### config.mk
export PLATFORM = sky130hd
export DESIGN_NAME = inst_buffer
export DESIGN_NICKNAME = d
export VERILOG_FILES = /design/src/rtl/inst_buffer_pkg.sv /design/src/rtl/inst_buffer.sv
export SDC_FILE = /design/constraint.sdc
export NUM_CORES = 2
export LEC_CHECK = 0
export ABC_CLOCK_PERIOD_IN_PS = 17900
export CAP_MARGIN = 40
export CORE_UTILIZATION = 45
export CTS_BUF_LIST = sky130_fd_sc_hd__clkbuf_4 sky130_fd_sc_hd__clkbuf_8
export CTS_CLUSTER_DIAMETER = 50
export CTS_CLUSTER_SIZE = 30
export DETAILED_ROUTE_END_ITERATION = 16
export PLACE_DENSITY = 0.59
export SLEW_MARGIN = 20
export SYNTH_ARGS = -nofsm -noshare
export SYNTH_HDL_FRONTEND = slang
export SYNTH_SLANG_ARGS = --single-unit
### constraint.sdc
create_clock -name clk -period 17.9 [get_ports clk]
set_input_delay 3.58 -clock clk [delete_from_list [all_inputs] [get_ports clk]]
set_output_delay 3.58 -clock clk [all_outputs]
set_load 0.005 [all_outputs]
### src/rtl/inst_buffer_pkg.sv
// Shared definitions for the fetch/decode instruction buffer: entry layout and
// exception codes carried alongside each fetched instruction.
package inst_buffer_pkg;

  typedef enum logic [3:0] {
    EXC_NONE = 4'd0,
    EXC_INT  = 4'd1,
    EXC_ADEF = 4'd2,
    EXC_ALE  = 4'd3,
    EXC_SYS  = 4'd4,
    EXC_BRK  = 4'd5,
    EXC_INE  = 4'd6,
    EXC_IPE  = 4'd7
  } exception_t;

  typedef struct packed {
    logic [31:0] pc;
    logic [31:0] inst;
    logic        pred_branch_taken;
    logic [31:0] pred_branch_target;
    logic        have_exception;
    exception_t  exception_type;
  } ib_entry_t;

  localparam int IB_ENTRY_W = $bits(ib_entry_t);

endpackage

### src/rtl/inst_buffer.sv
// Circular instruction buffer: up to FETCH_W writes and ISSUE_W in-order head
// reads per cycle, with a variable consume count and flush on redirect.
module inst_buffer
  import inst_buffer_pkg::*;
#(
  parameter  int DEPTH   = 16,
  parameter  int FETCH_W = 2,
  parameter  int ISSUE_W = 2,
  localparam int CNT_W   = $clog2(DEPTH + 1),
  localparam int CONS_W  = $clog2(ISSUE_W + 1),
  localparam int PTR_W   = $clog2(DEPTH)
) (
  input  logic                          clk,
  input  logic                          reset,
  input  logic                          flush,
  input  logic [FETCH_W-1:0]            in_valid,
  input  logic [FETCH_W*IB_ENTRY_W-1:0] in_entry,
  output logic                          in_ready,
  output logic [ISSUE_W-1:0]            out_valid,
  output logic [ISSUE_W*IB_ENTRY_W-1:0] out_entry,
  input  logic [CONS_W-1:0]             consume,
  output logic [CNT_W-1:0]              count
);

  function automatic logic [CNT_W-1:0] popcount(input logic [FETCH_W-1:0] v);
    logic [CNT_W-1:0] n;
    n = '0;
    for (int i = 0; i < FETCH_W; i++) n = n + CNT_W'(v[i]);
    return n;
  endfunction

  // Number of set bits contiguous from slot 0; anything past the first gap is dropped.
  function automatic logic [CNT_W-1:0] lead_ones(input logic [FETCH_W-1:0] v);
    logic [CNT_W-1:0] n;
    logic             run;
    n   = '0;
    run = 1'b1;
    for (int i = 0; i < FETCH_W; i++) begin
      run = run & v[i];
      n   = n + CNT_W'(run);
    end
    return n;
  endfunction

  logic [IB_ENTRY_W-1:0] mem_q [DEPTH];

  logic [PTR_W-1:0] head_q, head_d;
  logic [PTR_W-1:0] tail_q, tail_d;
  logic [CNT_W-1:0] count_q, count_d;
  logic [CNT_W-1:0] avail;
  logic [CNT_W-1:0] push_n;
  logic [CNT_W-1:0] pop_n;

  assign in_ready = ({1'b0, count_q} + (CNT_W+1)'(FETCH_W)) <= (CNT_W+1)'(DEPTH);
  assign count    = count_q;
  assign avail    = (count_q > CNT_W'(ISSUE_W)) ? CNT_W'(ISSUE_W) : count_q;
  assign pop_n    = (CNT_W'(consume) > avail) ? avail : CNT_W'(consume);
  assign push_n   = in_ready ? lead_ones(in_valid) : '0;

  always_comb begin
    head_d  = head_q;
    tail_d  = tail_q;
    count_d = count_q;
    if (reset || flush) begin
      head_d  = '0;
      tail_d  = '0;
      count_d = '0;
    end else begin
      head_d  = head_q + PTR_W'(pop_n);
      tail_d  = tail_q + PTR_W'(push_n);
      count_d = count_q + push_n - pop_n;
    end
  end

  always_ff @(posedge clk) begin
    head_q  <= head_d;
    tail_q  <= tail_d;
    count_q <= count_d;
  end

  // Storage is not reset; out_valid masking hides stale contents.
  always_ff @(posedge clk) begin
    if (!reset && !flush) begin
      for (int k = 0; k < FETCH_W; k++) begin
        if (CNT_W'(k) < push_n)
          mem_q[tail_q + PTR_W'(k)] <= in_entry[k*IB_ENTRY_W +: IB_ENTRY_W];
      end
    end
  end

  for (genvar gi = 0; gi < ISSUE_W; gi++) begin : g_read
    assign out_valid[gi] = count_q > CNT_W'(gi);
    assign out_entry[gi*IB_ENTRY_W +: IB_ENTRY_W] =
      out_valid[gi] ? mem_q[head_q + PTR_W'(gi)] : '0;
  end

  always_ff @(posedge clk) begin
    if (!reset && !flush) begin
      assert (CNT_W'(consume) <= avail)
        else $warning("inst_buffer: consume %0d exceeds visible entries %0d", consume, avail);
      assert (popcount(in_valid) == lead_ones(in_valid))
        else $warning("inst_buffer: non-contiguous in_valid %b", in_valid);
    end
  end

endmodule

==> qor.txt <==
Worst R2R End: mem_q[4][41]
I/O Pins: 423
Final Skew: 0.05605 ns
Fin Setup TNS: 0 ns
H-tree Lvls: 4
Crit. End Element: primary output
hold path cells: 2
Die W: 460.9 µm
gr usage total: 32.01%
routed vias: 61.10k
Reg clk slew, reported paths: 0.07 ns
Post-synth EDFFs: 1,632
clk root buf: clkbuf_8
Area Overhead vs Synth: 13.17%
worst vdd rail ir drop: 0.0002060 V
Syn Inst Count: 5,678
first-pass GRT wire length: 478,000 µm
library cells used by synthesis: 50
Critical Path Start Type: flip-flop
most frequent CP cell: buf_4
Setup CP Type: reg -> out
share of the synthesized area in the top cell type: 51.72%
Final Core Density: 51.22%
initial antenna violation count: 59
max-slew violations: 0
Fin. Hold Viols: 0
share of cells above drive strength 1: 49.15%
drc violations: 0
Leak: 32.99 nW
Post-synth ARST share: 0%
Seq/Total Area, Yosys: 52.00%
# nets final: 6,039
Seq cells post-synth: 1,645
RR Startpoint: count[1]
worst-margin pin slew: 1.104 ns
Critical Path Fanout Max: 46
sum of buffers and inverters on the critical path: 5
Synthesis Warnings: 0
vias in the first global route: 62.03k
# port buffers: 422
worst hold path class: reg -> reg
largest net degree at the start of global routing: 137
CP top delay family: buffers and inverters
Critical Path RT: 14.32 ns
initial DRC count: 7,937
RSZ-0062 raised after global routing: no
Via density: 6.928
hold worst-path end: tail_q[3]
R2R Setup Slk: 12.68 ns
initial core utilization: 45.26%
detailed-route wire length: 343,500 µm
# Post-CTS Setup Buffers: 0
core area: 209,400 µm²
outcome: complete, no violations
Row Count: 168
clock buffer depth: 3
gr ovfl total: 0
slew margin rel.: 26.42%
syn_area_per_cell: 16.69 µm²
Die Area: 212,400 µm²
first-pass detailed-route iteration total: 6
Synth area leaders: edfxtp_1 (52%), mux4_2 (19%), mux2_2 (18%), a22oi_1 (2.4%), mux2_1 (1.5%)
most frequent cells after synthesis: edfxtp_1 (1,632), mux2_2 (1,508), mux4_2 (816)
Min Clock Period, post-route: 9.973 ns
Cell Pwr Density: 119.2 nW/µm²
Period Utilization, post-route: 55.72%
arrival time at the worst endpoint: 6.39 ns
Hold Buf Count CTS: 0
Routed Antenna Nets: 0
HP Start: tail_q[3]
top-count cell post-synth: edfxtp_1
worst skew pair latency: 1.04 ns
Num CTS Buffers: 198
Max Fclk: 100.3 MHz
Synth area leader: edfxtp_1
Setup Viol. Count Final: 0
Clock Sinks: 1,645
Primary FF master, synth: edfxtp_1
post-cts sizing count: 0
crit-path max cell delay: 0.85 ns
Max Cap Viol: 0
CP Cell Sequence: buf_4 > buf_16 > a21boi_0 > o31ai_4 > buf_4 > buf_4 > a22oi_1 > a31oi_1 > clkdlybuf4s50_1
hold slack final: 0.6567 ns
Detailed Place HPWL: 191,400 µm
Worst path slowest cell: dfxtp_4
Worst Reg-to-Reg Cells: 11
synthesized cell area: 94,750 µm²
CTS tree: done
gpl congestion: 0.7843
Die H: 460.9 µm
DR WL/cell: 38.95 µm
## layout make-up
cell class,count,area [µm²]
antenna,36,90.09
multi-input combinational,3319,42710
timing repair buffer,632,7091
clock inverter,160,1659
inverter,10,37.54
tap,2805,3510
sequential,1645,49270
fill,17490,102100
clock buffer,212,2855
## stage by stage
stage | power, mW | cells | area, µm² | setup WS [ns]
after floorplan | 7.381 | 5679 | 94760 | 3.149
after CTS | 12.79 | 8781 | 107100 | 7.893
after global routing | 13.17 | 8808 | 107200 | 7.778
after global placement | 9.557 | 8348 | 101100 | 8.393
final | 12.78 | 8819 | 107200 | 7.927
after detailed placement | 9.701 | 8409 | 102600 | 8.987
## layout by cell type, fill, tap and decap left out, drive strengths merged, types with 3 or more instances in the layout
cell type	synthesis	final
a21o	3	3
a21oi	108	108
a22oi	306	306
a31oi	104	104
and2	6	6
buf	356	209
bufinv	0	19
clkbuf	349	213
clkdlybuf4s50	0	422
clkinv	1	54
clkinvlp	0	37
conb	2	3
dfxtp	13	13
diode	0	36
edfxtp	1632	1632
fa	4	4
ha	18	18
inv	9	60
mux2	1634	1634
mux4	816	816
nand2	7	7
nand2b	4	4
nor2	23	23
nor2b	6	6
nor3	10	10
nor4	9	9
o2111ai	3	3
o211ai	13	13
o21ai	207	207
or2	4	4
xnor2	5	5
xor2	3	3
## cells by family (layout without fill, tap and decap cells)
group	count (synthesis)	in the layout	share of synthesized area [%]
AO/OA/AOI/OAI	755	755	5.077
XOR/XNOR	8	8	0.07395
adder cells (fa/ha/maj)	22	22	0.3222
buffers and inverters	715	1014	3.255
flip-flops	1645	1645	52.00
multiplexers	2451	2451	38.83
other	2	39	0.007926
AND/OR/NAND/NOR	80	80	0.4424
## how the worst max path moves through the flow
stage | from | endpoint | slack, ns | depth (start not counted)
detailed placement | head_q[0] | out_entry[102] | 8.99 | 9
global route | head_q[0] | out_entry[102] | 7.78 | 9
CTS | head_q[0] | out_entry[102] | 7.89 | 9
floorplan | in_valid[0] | mem_q[5][0] | 3.15 | 4
finish | head_q[0] | out_entry[102] | 7.93 | 9
global placement | head_q[0] | out_entry[150] | 8.39 | 8
## power breakdown
part / total (mW) / internal, mW / switching (mW)
Combinational: 5.33 / 2.53 / 2.80
Clock: 3.12 / 1.43 / 1.69
Sequential: 4.33 / 4.27 / 0.0572
## worst register-to-register path: cells and delay by family, from the launching register on
family | cells | cell delay (ns)
adders and majority gates | 1 | 0.33
DFF | 1 | 0.51
and+or+nand+nor | 2 | 0.89
buffers and inverters | 6 | 2.73
AOI/OAI and AO/OA | 2 | 0.36
## per-layer routing
layer,wire [µm],track usage [%],vias up
li1,-,-,24020
met1,132900,42.14,32890
met2,166100,52.35,3393
met3,29530,5.821,742
met4,14720,12.96,46
met5,281,0,-
## state kept, by name, indices dropped and copies added, names as in the netlist
signal,cells
mem_q,1632
tail_q,4
head_q,4
count,5
Note: power is estimated with default switching activity, not from simulation.
